[config.mk]
export PLATFORM = sky130hd
export DESIGN_NAME = axi_master_bridge
export DESIGN_NICKNAME = d
export VERILOG_FILES = /design/src/rtl/axi_master_bridge.sv
export SDC_FILE = /design/constraint.sdc
export NUM_CORES = 1
export LEC_CHECK = 0
export BUFFER_PORTS_ARGS = -buffer_cell sky130_fd_sc_hd__clkbuf_2
export CELL_PAD_IN_SITES_DETAIL_PLACEMENT = 1
export CELL_PAD_IN_SITES_GLOBAL_PLACEMENT = 1
export CORE_AREA = 2 2 222 224
export DETAILED_ROUTE_END_ITERATION = 6
export DIE_AREA = 0 0 224 226
export GPL_TIMING_DRIVEN = 0
export PLACE_DENSITY = 0.56
export SYNTH_ARGS = -nofsm -noshare
export SYNTH_HDL_FRONTEND = slang
export SYNTH_SLANG_ARGS = --single-unit
export TNS_END_PERCENT = 100
[constraint.sdc]
create_clock -name clk -period 3.8 [get_ports clk]
set_input_delay 0.76 -clock clk [delete_from_list [all_inputs] [get_ports clk]]
set_output_delay 0.76 -clock clk [all_outputs]
set_load 0.05 [all_outputs]
[src/rtl/axi_master_bridge.sv]
// -----------------------------------------------------------------------------
// axi_master_bridge
//
// Single-outstanding AXI4 initiator. Turns a simple request port plus a write
// beat stream into one AXI4 INCR burst at a time, and forwards read beats back
// to the requester unchanged. Burst length is tracked with a beat counter so
// that a responder ending a read burst early or late, or any non-OKAY
// response, is reported through done_err alongside the one-cycle done pulse.
//
// Ports
//   clk, reset                 clock, synchronous active-high reset
//   req_*                      request: valid/ready, write, start addr, len
//   wdata_*                    write beat stream from requester (valid/ready)
//   resp_*                     read beat stream to requester (valid/ready)
//   done, done_err             completion pulse and its error flag
//   ar_* / aw_*                AXI read / write address channels
//   rd_*                       AXI read data channel
//   wd_*, wstrb                AXI write data channel
//   wr_*                       AXI write response channel
// -----------------------------------------------------------------------------
module axi_master_bridge #(
    parameter int         BUS_WIDTH  = 64,
    parameter int         DATA_WIDTH = 64,
    parameter logic [3:0] MASTER_ID  = 4'h0
) (
    input  logic                    clk,
    input  logic                    reset,

    input  logic                    req_valid,
    output logic                    req_ready,
    input  logic                    req_write,
    input  logic [BUS_WIDTH-1:0]    req_addr,
    input  logic [7:0]              req_len,

    input  logic                    wdata_valid,
    output logic                    wdata_ready,
    input  logic [DATA_WIDTH-1:0]   wdata,
    input  logic [DATA_WIDTH/8-1:0] wdata_strb,

    output logic                    resp_valid,
    input  logic                    resp_ready,
    output logic [DATA_WIDTH-1:0]   resp_data,
    output logic                    resp_last,

    output logic                    done,
    output logic                    done_err,

    output logic                    ar_valid,
    input  logic                    ar_ready,
    output logic [3:0]              ar_id,
    output logic [7:0]              ar_len,
    output logic [2:0]              ar_size,
    output logic [BUS_WIDTH-1:0]    ar_addr,
    output logic [2:0]              ar_prot,
    output logic [1:0]              ar_burst,
    output logic [1:0]              ar_lock,
    output logic [3:0]              ar_cache,

    output logic                    aw_valid,
    input  logic                    aw_ready,
    output logic [3:0]              aw_id,
    output logic [7:0]              aw_len,
    output logic [2:0]              aw_size,
    output logic [BUS_WIDTH-1:0]    aw_addr,
    output logic [2:0]              aw_prot,
    output logic [1:0]              aw_burst,
    output logic [1:0]              aw_lock,
    output logic [3:0]              aw_cache,

    input  logic                    rd_valid,
    output logic                    rd_ready,
    input  logic [3:0]              rd_id,
    input  logic [DATA_WIDTH-1:0]   rd_data,
    input  logic [1:0]              rd_resp,
    input  logic                    rd_last,

    output logic                    wd_valid,
    input  logic                    wd_ready,
    output logic [3:0]              wd_id,
    output logic [DATA_WIDTH-1:0]   wd_data,
    output logic [DATA_WIDTH/8-1:0] wstrb,
    output logic                    wd_last,

    input  logic                    wr_valid,
    output logic                    wr_ready,
    input  logic [3:0]              wr_id,
    input  logic [1:0]              wr_breap
);

    typedef enum logic [2:0] {
        IDLE    = 3'd0,
        RD_ADDR = 3'd1,
        RD_DATA = 3'd2,
        WR_ADDR = 3'd3,
        WR_DATA = 3'd4,
        WR_RESP = 3'd5
    } state_t;

    state_t               state;
    state_t               state_next;
    logic [BUS_WIDTH-1:0] addr_lat;
    logic [7:0]           len_lat;
    logic [7:0]           beat_cnt;
    logic [7:0]           beat_cnt_next;
    logic                 err_flag;
    logic                 err_flag_next;
    logic                 finish;

    // Only one burst is ever in flight, so returned IDs carry no information.
    logic unused_ids;
    assign unused_ids = ^{rd_id, wr_id};

    // Fixed AXI attributes: 8-byte beats, INCR bursts, normal unprivileged access.
    assign ar_id    = MASTER_ID;
    assign ar_size  = 3'b011;
    assign ar_burst = 2'b01;
    assign ar_prot  = 3'b000;
    assign ar_lock  = 2'b00;
    assign ar_cache = 4'b0000;
    assign ar_addr  = addr_lat;
    assign ar_len   = len_lat;

    assign aw_id    = MASTER_ID;
    assign aw_size  = 3'b011;
    assign aw_burst = 2'b01;
    assign aw_prot  = 3'b000;
    assign aw_lock  = 2'b00;
    assign aw_cache = 4'b0000;
    assign aw_addr  = addr_lat;
    assign aw_len   = len_lat;

    assign wd_id    = MASTER_ID;
    assign wd_data  = wdata;
    assign wstrb    = wdata_strb;
    assign resp_data = rd_data;

    always_ff @(posedge clk) begin
        if (reset) begin
            state    <= IDLE;
            addr_lat <= '0;
            len_lat  <= '0;
            beat_cnt <= '0;
            err_flag <= 1'b0;
            done     <= 1'b0;
            done_err <= 1'b0;
        end else begin
            state    <= state_next;
            beat_cnt <= beat_cnt_next;
            err_flag <= err_flag_next;
            // done_err uses the next-state error so the final beat's own
            // response is included in the reported status.
            done     <= finish;
            done_err <= finish & err_flag_next;
            if (state == IDLE && req_valid) begin
                addr_lat <= req_addr;
                len_lat  <= req_len;
            end
        end
    end

    always_comb begin
        state_next    = state;
        beat_cnt_next = beat_cnt;
        err_flag_next = err_flag;
        finish        = 1'b0;
        req_ready     = 1'b0;
        ar_valid      = 1'b0;
        aw_valid      = 1'b0;
        rd_ready      = 1'b0;
        resp_valid    = 1'b0;
        resp_last     = 1'b0;
        wd_valid      = 1'b0;
        wdata_ready   = 1'b0;
        wd_last       = 1'b0;
        wr_ready      = 1'b0;

        case (state)
            IDLE: begin
                req_ready = 1'b1;
                if (req_valid) begin
                    err_flag_next = 1'b0;
                    state_next    = req_write ? WR_ADDR : RD_ADDR;
                end
            end

            RD_ADDR: begin
                ar_valid = 1'b1;
                if (ar_ready) begin
                    beat_cnt_next = len_lat;
                    state_next    = RD_DATA;
                end
            end

            RD_DATA: begin
                resp_valid = rd_valid;
                rd_ready   = resp_ready;
                resp_last  = rd_last;
                if (rd_valid && resp_ready) begin
                    if (rd_resp != 2'b00) begin
                        err_flag_next = 1'b1;
                    end
                    // Counter must reach zero exactly on the beat marked last;
                    // either an early or a missing rd_last is a length error.
                    if (rd_last ? (beat_cnt != 8'd0) : (beat_cnt == 8'd0)) begin
                        err_flag_next = 1'b1;
                    end
                    if (beat_cnt != 8'd0) begin
                        beat_cnt_next = beat_cnt - 8'd1;
                    end
                    if (rd_last) begin
                        finish     = 1'b1;
                        state_next = IDLE;
                    end
                end
            end

            WR_ADDR: begin
                aw_valid = 1'b1;
                if (aw_ready) begin
                    beat_cnt_next = len_lat;
                    state_next    = WR_DATA;
                end
            end

            WR_DATA: begin
                wd_valid    = wdata_valid;
                wdata_ready = wd_ready;
                wd_last     = (beat_cnt == 8'd0);
                if (wdata_valid && wd_ready) begin
                    if (beat_cnt == 8'd0) begin
                        state_next = WR_RESP;
                    end else begin
                        beat_cnt_next = beat_cnt - 8'd1;
                    end
                end
            end

            WR_RESP: begin
                wr_ready = 1'b1;
                if (wr_valid) begin
                    if (wr_breap != 2'b00) begin
                        err_flag_next = 1'b1;
                    end
                    finish     = 1'b1;
                    state_next = IDLE;
                end
            end

            default: begin
                state_next = IDLE;
            end
        endcase
    end

endmodule

==> run metrics, run 1 <==
Slew Viols, Final=0; Initial Utilization=0.110; sequential share of power=0.233; core area=48300 um^2; CP endpoint kind=primary output; delay-heaviest family, CP=simple AND/OR/NAND/NOR gates; sequential-to-total area share from yosys stat=0.324; slowest CP cell=nor3b_1; vias in the first global route=5616; WP data arrival=2150 ps; hold_buf cts=0; CTS Buf Count=9; post-synthesis simple-gate area fraction=0.165; # fillers=5965; CP Buf/Inv Count=2; slew margin rel.=0.365; drt first-iter violations=86; DIE HEIGHT=226 um; Max Fanout on Critical Path=5; placed instance count=1733; mux cell area share after synthesis=0.00376; Seq cells post-synth=86; post-synth cell types=42; Fin Clk Skew=7.76 ps; layout net count=1356; CP max stage delay=580 ps; CTS clk-pin slew, worst paths=70 ps; WS Path Type=reg2out; CTS tree=yes; ys async rst share=0; full die area=50600 um^2; clock share of power=0.174; clock tree buffer depth=2; leakage=4.45 nW; Detailed Route WL=22800 um; clock latency on the worst-skew pair=370 ps; drc violations=0; antenna-violating nets left=0; main combinational cell family by area after synthesis=buffers and inverters; cell area after synthesis=5320 um^2; Cell Chain, Critical Path=inv_1, ha_1, nor3b_1, nand2_1, nor2_1, clkbuf_2; peak ir drop on the vdd network=195 uV; sum of negative setup slack=0 ps; Syn Inst Count=694; run status=completed; post-route cell area=8440 um^2; switching pwr=2.92 mW; first-pass iteration count of the detailed router=4; Worst Hold Class=reg2reg; internal power=2.47 mW; # Post-CTS Setup Buffers=0; PwrDens=639 nW/um^2; Remaining Overflow, GRT=0; Final Hold Violating Endpoints=0; Startpoint Class=flop; syn avg cell area=7.66 um^2; Site Rows=81; Worst Max-Slew Pin Slew=948 ps; vias=5653; Util after Layout=0.174; xor/xnor share of the synthesized area=0.00494; Post-synth EDFFs=0; proportion of power drawn by combinational gates=0.593; # setup viols final=0; max-cap violations=0; # clock sinks=86; switch share=0.542; first-pass GRT wire length=32500 um; PostCTS Resize Cnt=0; fmax=0.344 GHz; Layout Cells excl Fill=1749; H-Tree Depth=3; Avg Vias per Cell=3.23; global-route total usage across every layer=0.0855; Area Growth Syn to Fin=58.6%; antenna cell count=0; placer congestion estimate=0.723; Main synth FF type=dfxtp_1; adder-cell share of the synthesized area=0.00470; Port Buffers=379; Synthesis Warnings=0; ratio of final minimum period to clock period=0.765; largest net degree at the start of global routing=16; ratio of cells with drive above 1 in the final layout=0.584; wire per inst=13.0 um; Cell Area, Placed=8140 um^2; post-DP HPWL=19200 um; complex-gate fraction of the synthesized area=0.116; CTS Root Cell=clkbuf_16; DIE WIDTH=224 um; initial antenna violation count=2; CP Data Required Time=3040 ps; Final Critical Period=2910 ps; RSZ-0062 raised after global routing=false; # IOs=564
==> cell type report <==
type | count | area, um^2 | share of cell area
Clock buffer | 9 | 225 | 0.0267
Sequential cell | 86 | 1720 | 0.204
Clock inverter | 7 | 73.8 | 0.00875
Tap cell | 622 | 778 | 0.0923
Buffer | 279 | 2000 | 0.237
Multi-Input combinational cell | 362 | 1720 | 0.204
Inverter | 5 | 21.3 | 0.00252
Timing Repair Buffer | 379 | 1900 | 0.225
==> metal layers <==
| metal | part of all wire | track usage | vias to the layer above |
|---|---|---|---|
| li1 | - | - | 2783 |
| met1 | 0.39 | 0.0947 | 2577 |
| met2 | 0.52 | 0.155 | 267 |
| met3 | 0.073 | 0.0284 | 22 |
| met4 | 0.010 | 0.0247 | 4 |
| met5 | 0.0012 | 0 | - |
==> power groups by stage <==
stage               logic [mW]  clock network, mW  registers, mW
floorplan                 2.03                  0           1.71
CTS                       3.26               1.01           1.27
global placement          3.22                  0           1.28
global route              3.43               1.04           1.29
detailed placement        3.25                  0           1.29
finish                    3.19              0.938           1.26
==> worst reg2reg max path, delay by kind of cell (launching register included) <==
kind            cells  cell delay (ps)
flops               1              330
fa+ha+maj           1              170
compound gates      3              830
buf+inv             3              400
simple gates        1              580
==> cells in the mapped netlist, types with 2 or more instances <==
cell	n	area share
a211o_1	3	0.0049
a21o_1	3	0.0042
a21oi_1	85	0.080
a221oi_2	2	0.0056
and3_1	6	0.0071
buf_2	4	0.0038
buf_4	248	0.35
buf_6	2	0.0042
clkbuf_1	24	0.017
conb_1	2	0.0014
dfxtp_1	86	0.32
ha_1	2	0.0047
inv_1	4	0.0028
mux2i_1	2	0.0038
nand2_1	160	0.11
nand2b_1	2	0.0024
nand3_1	7	0.0066
nand3b_1	2	0.0028
nor2_1	15	0.011
nor2b_1	5	0.0059
nor3_1	3	0.0028
o21ai_0	4	0.0038
o21bai_1	2	0.0028
xor2_1	3	0.0049
==> final timing paths <==
path / startpoint / to / slack, ps / depth (start not counted)
max: beat_cnt[0] / wd_last / 890 / 6
min: ar_addr[60] / ar_addr[60] / 480 / 2
max reg2reg: beat_cnt[0] / beat_cnt[3] / 1400 / 8
min reg2reg: ar_addr[60] / ar_addr[60] / 480 / 2
==> metrics by stage <==
step / worst slack, ps / hold WS (ps) / total power, mW
finish: 893 / 479 / 5.39
global route: 693 / 500 / 5.76
CTS: 805 / 482 / 5.54
detailed placement: 1010 / 472 / 4.53
global placement: 1050 / 462 / 4.50
floorplan: 1300 / 458 / 3.74
==> cell usage in the layout (no fill, tap or decap), drive strengths merged, types with 4 or more instances in the layout <==
cell,synthesis,layout
inv,5,6
nor2b,5,5
clkbuf,24,412
and3,6,6
nor3,4,4
nand3,7,7
buf,255,255
nand2,160,160
o21ai,4,4
conb,2,40
clkinvlp,0,4
dfxtp,86,86
nor2,15,15
a21oi,85,85
==> sequential cells by signal, indices dropped and copies added, names as in the netlist <==
name,cells
err_flag,1
ar_len,8
done,1
done_err,1
beat_cnt,8
ar_addr,64
state,3
==> kinds of logic after synthesis <==
| group | Yosys count |
|---|---|
| AND/OR/NAND/NOR | 208 |
| flip-flops | 86 |
| buffers and inverters | 284 |
| other | 2 |
| adder cells (fa/ha/maj) | 2 |
| multiplexers | 2 |
| AO/OA/AOI/OAI | 107 |
| XOR/XNOR | 3 |
Note: power is estimated with default switching activity, not from simulation.
==> run 2, diff against run 1 <==
--- a/config.mk
+++ b/config.mk
@@ -8,11 +8,11 @@
 export BUFFER_PORTS_ARGS = -buffer_cell sky130_fd_sc_hd__clkbuf_2
 export CELL_PAD_IN_SITES_DETAIL_PLACEMENT = 1
 export CELL_PAD_IN_SITES_GLOBAL_PLACEMENT = 1
-export CORE_AREA = 2 2 222 224
+export CORE_AREA = 2 2 216 218
 export DETAILED_ROUTE_END_ITERATION = 6
-export DIE_AREA = 0 0 224 226
+export DIE_AREA = 0 0 218 220
 export GPL_TIMING_DRIVEN = 0
-export PLACE_DENSITY = 0.56
+export PLACE_DENSITY = 0.6
 export SYNTH_ARGS = -nofsm -noshare
 export SYNTH_HDL_FRONTEND = slang
 export SYNTH_SLANG_ARGS = --single-unit
==> constraint.sdc (replaced) <==
create_clock -name clk -period 2.5 [get_ports clk]
set_input_delay 0.5 -clock clk [delete_from_list [all_inputs] [get_ports clk]]
set_output_delay 0.5 -clock clk [all_outputs]
set_load 0.05 [all_outputs]
==> run metrics, run 2 (same netlist as run 1, synthesis figures left out) <==
antenna-violating nets left=0; wire per inst=13.4 um; Max Fanout on Critical Path=5; FF+latch area=1720 um^2; fmax=0.432 GHz; CTS clk-pin slew, worst paths=80 ps; post-route cell area=8470 um^2; peak ir drop on the vdd network=297 uV; Hold WS=348 ps; layout net count=1359; largest net degree at the start of global routing=17; vias=5679; ratio of final minimum period to clock period=0.927; Util after Layout=0.185; delay-heaviest family, CP=simple AND/OR/NAND/NOR gates; run status=completed; commonest non-fill, non-tap cells in the layout=clkbuf_2 (378), buf_4 (252), nand2_1 (160); total power=8.36 mW; # fillers=5693; Cell Area, Placed=8120 um^2; clock tree buffer depth=2; CP max stage delay=330 ps; Detailed Route WL=23400 um; leakage=4.49 nW; CTS Root Cell=clkbuf_16; Initial Utilization=0.116; CP Data Required Time=2000 ps; full die area=48000 um^2; post-DP HPWL=19900 um; Site Rows=79; Final Hold Violating Endpoints=0; WS Path Type=reg2out; Remaining Overflow, GRT=0; ratio of cells with drive above 1 in the final layout=0.587; RSZ-0062 raised after global routing=false; multi-input logic area=1740 um^2; clock latency on the worst-skew pair=370 ps; most common cell after layout, fill and taps aside=clkbuf_2; first-pass GRT wire length=32800 um; CTS Buf Count=9; DIE WIDTH=218 um; # setup viols final=0; pre-CTS WS=-41.1 ps; # IOs=564; Avg Vias per Cell=3.27; core area=45900 um^2; Area Growth Syn to Fin=59.3%; # clock sinks=86; initial antenna violation count=3; Final Critical Period=2320 ps; Startpoint Class=flop; Port Buffers=379; H-Tree Depth=3; PnR worst setup slack=183 ps; DIE HEIGHT=220 um; Worst Max-Slew Pin Slew=804 ps; Layout Cells excl Fill=1738; vias in the first global route=5696; drc violations=0; slew margin rel.=0.464; sum of negative setup slack=0 ps; Worst Hold Class=in2reg; placed instance count=1718; CP Buf/Inv Count=2; first-pass iteration count of the detailed router=4; Cell Chain, Critical Path=inv_1, ha_1, nor3b_4, nand2_1, nor2_1, clkbuf_4; Fin Clk Skew=13.2 ps; WP data arrival=1820 ps; global-route total usage across every layer=0.0916; max-cap violations=0; CTS tree=yes; placer congestion estimate=0.788; drt first-iter violations=104; number of flip-flops in the largest register=64; CP endpoint kind=primary output; slowest CP cell=dfxtp_1; Slew Viols, Final=0; PwrDens=987 nW/um^2
-- run 2: worst paths after layout --
check / from / endpoint / slack [ps] / depth (start not counted)
worst max-delay path: beat_cnt[0] / wd_last / 180 / 6
worst min-delay path: req_len[2] / ar_len[2] / 350 / 3
worst min register to register: ar_addr[14] / ar_addr[14] / 470 / 2
worst max register to register: state[1] / ar_addr[52] / 370 / 6
-- run 2: what timing repair did --
item | 4_1_cts | 5_1_grt
setup buffers | 0 | 4
resized for setup | 1 | 4
hold buffers | 0 | 0
setup endpoints to repair | 1 | 6
pin swaps | 0 | 1
-- run 2: layout make-up --
class	instances	share of cell area
tap	607	0.0896
timing repair buffer	383	0.228
sequential	86	0.203
clock inverter	7	0.00945
clock buffer	9	0.0266
multi-input combinational	362	0.205
antenna	1	0.000295
inverter	5	0.00251
buffer	278	0.235
-- run 2: worst register-to-register path: cells and delay by family, from the launching register on --
kind | cells | cell delay, ps
compound gates | 1 | 170
buf+inv | 2 | 670
flops | 1 | 310
simple gates | 3 | 900
-- run 2: where the power goes --
part           leakage (nW)  switching, mW  total, mW  internal (mW)
Sequential            0.704          0.290       1.93           1.64
Clock                 0.148          0.673       1.46          0.790
Combinational          3.63           3.54       4.96           1.42
Total                  4.49           4.50       8.36           3.85
-- run 2: per-layer routing --
metal / vias to the layer above / part of all wire / global-route usage
met5: - / 0.00039 / 0
met4: 2 / 0.0093 / 0.0224
met3: 9 / 0.069 / 0.0262
met2: 252 / 0.54 / 0.171
met1: 2623 / 0.38 / 0.101
li1: 2793 / - / -
==> run 3, diff against run 2 <==
--- a/config.mk
+++ b/config.mk
@@ -5,7 +5,8 @@
 export SDC_FILE = /design/constraint.sdc
 export NUM_CORES = 1
 export LEC_CHECK = 0
-export BUFFER_PORTS_ARGS = -buffer_cell sky130_fd_sc_hd__clkbuf_2
+export ABC_CLOCK_PERIOD_IN_PS = 2500
+export BUFFER_PORTS_ARGS = -buffer_cell sky130_fd_sc_hd__buf_2
 export CELL_PAD_IN_SITES_DETAIL_PLACEMENT = 1
 export CELL_PAD_IN_SITES_GLOBAL_PLACEMENT = 1
 export CORE_AREA = 2 2 216 218
@@ -13,6 +14,7 @@
 export DIE_AREA = 0 0 218 220
 export GPL_TIMING_DRIVEN = 0
 export PLACE_DENSITY = 0.6
+export RECOVER_POWER = 100
 export SYNTH_ARGS = -nofsm -noshare
 export SYNTH_HDL_FRONTEND = slang
 export SYNTH_SLANG_ARGS = --single-unit
==> run metrics, run 3 (same netlist as run 1, synthesis figures left out) <==
ratio of cells with drive above 1 in the final layout=0.328; post-DP HPWL=19800 um; fmax=0.437 GHz; Layout Cells excl Fill=1735; WS Path Type=reg2out; CP Buf/Inv Count=2; ratio of final minimum period to clock period=0.914; CP Data Required Time=2000 ps; leakage=3.54 nW; Cell Area, Placed=8120 um^2; Critical R2R Capture=beat_cnt[3]; Worst Hold Class=in2reg; Cell Chain, Critical Path=inv_1, ha_1, nor3b_4, nand2_1, nor2_2, buf_4; Final Hold Violating Endpoints=0; flop2flop setup slack=290 ps; delay-heaviest family, CP=simple AND/OR/NAND/NOR gates; # IOs=564; WP data arrival=1790 ps; CP endpoint kind=primary output; Detailed Route WL=23200 um; initial antenna violation count=3; core area=45900 um^2; placer congestion estimate=0.818; layout net count=1356; FF-to-FF path depth=8; global-route total usage across every layer=0.0903; Critical Path Start=beat_cnt[0]; Area Growth Syn to Fin=52.0%; number of cells on the critical path=6; peak ir drop on the vdd network=335 uV; PwrDens=1010 nW/um^2; vias=5677; Avg Vias per Cell=3.27; drt first-iter violations=114; most common cell after layout, fill and taps aside=clkbuf_1; largest net degree at the start of global routing=15; Port Buffers=379; commonest non-fill, non-tap cells in the layout=clkbuf_1 (313), buf_4 (249), nand2_1 (160); # clock sinks=86; Initial Utilization=0.116; placed instance count=1718; CTS Root Cell=clkbuf_16; Fin Clk Skew=9.89 ps; H-Tree Depth=3; DIE WIDTH=218 um; Max Fanout on Critical Path=5; run status=completed; hold_buf cts=0; vias in the first global route=5524; CTS tree=yes; max-cap violations=0; drc violations=0; Site Rows=79; slew margin rel.=0.476; slowest CP cell=dfxtp_1; # Post-CTS Setup Buffers=0; CTS Buf Count=9; number of flip-flops in the largest register=64; RSZ-0062 raised after global routing=false; clock latency on the worst-skew pair=360 ps; Final Critical Period=2290 ps; Crit Reg-Reg Startpoint=beat_cnt[0]; DIE HEIGHT=220 um; CP endpoint=wd_last; Worst Max-Slew Pin Slew=787 ps; CTS clk-pin slew, worst paths=70 ps; first-pass iteration count of the detailed router=4; antenna-violating nets left=0; Slew Viols, Final=0; Remaining Overflow, GRT=0; full die area=48000 um^2; CP max stage delay=320 ps; clock tree buffer depth=2; # setup viols final=0; Startpoint Class=flop; post-route cell area=8090 um^2; wire per inst=13.4 um; PostCTS Resize Cnt=2; first-pass GRT wire length=32200 um
==> run 3: cell types whose count changed in the layout (fill, tap and decap cells not counted), sizes merged <==
cell	delta
clkbuf	-84
buf	+82
inv	-3
bufinv	+1
clkinv	+1
==> run 3: area by class of cell <==
cell class                 instances  area (um^2)
inverter                           5         21.3
sequential                        86         1720
clock buffer                      10          229
tap                              607          759
fill                            5791        37800
multi-input combinational        362         1730
buffer                           279         1990
clock inverter                     6         86.3
antenna                            1         2.50
timing repair buffer             379         1540
==> run 3: worst min-delay path by stage <==
stage               cells after the start     endpoint  slack [ps]    startpoint
detailed placement                      2   ar_addr[4]         470    ar_addr[4]
CTS                                     3   ar_addr[9]         330   req_addr[9]
finish                                  3  ar_addr[12]         370  req_addr[12]
global placement                        2  ar_addr[38]         460   ar_addr[38]
floorplan                               2  beat_cnt[1]         460   beat_cnt[1]
global route                            3  ar_addr[12]         340  req_addr[12]
==> run 3: worst min-delay path, delay by kind of cell <==
family	cells	cell delay, ps
AO/OA/AOI/OAI	1	50
buffers and inverters	1	90
AND/OR/NAND/NOR	1	50
==> run 3: per-layer routing <==
layer / GRT usage / vias up / part of all wire
met4: 0.0279 / 4 / 0.012
met2: 0.166 / 250 / 0.53
met3: 0.0271 / 17 / 0.077
li1: - / 2776 / -
met1: 0.0991 / 2630 / 0.38
met5: 0 / - / 0.0011
==> run 3: through the flow <==
| stage | util | setup WS (ps) | setup TNS, ps | hold slack (ps) | power [mW] |
|---|---|---|---|---|---|
| 2_1_floorplan | - | 255 | 0 | 458 | 5.68 |
| 3_3_place_gp | 0.177 | 31.3 | 0 | 457 | 6.80 |
| 3_5_place_dp | 0.177 | -11.1 | -11.1 | 466 | 6.87 |
| 4_1_cts | 0.184 | 30.0 | 0 | 330 | 8.46 |
| 5_1_grt | 0.176 | 10.9 | 0 | 343 | 8.69 |
| 6_report | 0.176 | 214 | 0 | 366 | 8.13 |
==> run 3: power by group <==
group	total, mW	internal, mW	switching, mW	leakage, nW
registers	1.93	1.64	0.289	0.704
clock network	1.50	0.875	0.625	0.152
logic	4.70	1.19	3.51	2.68
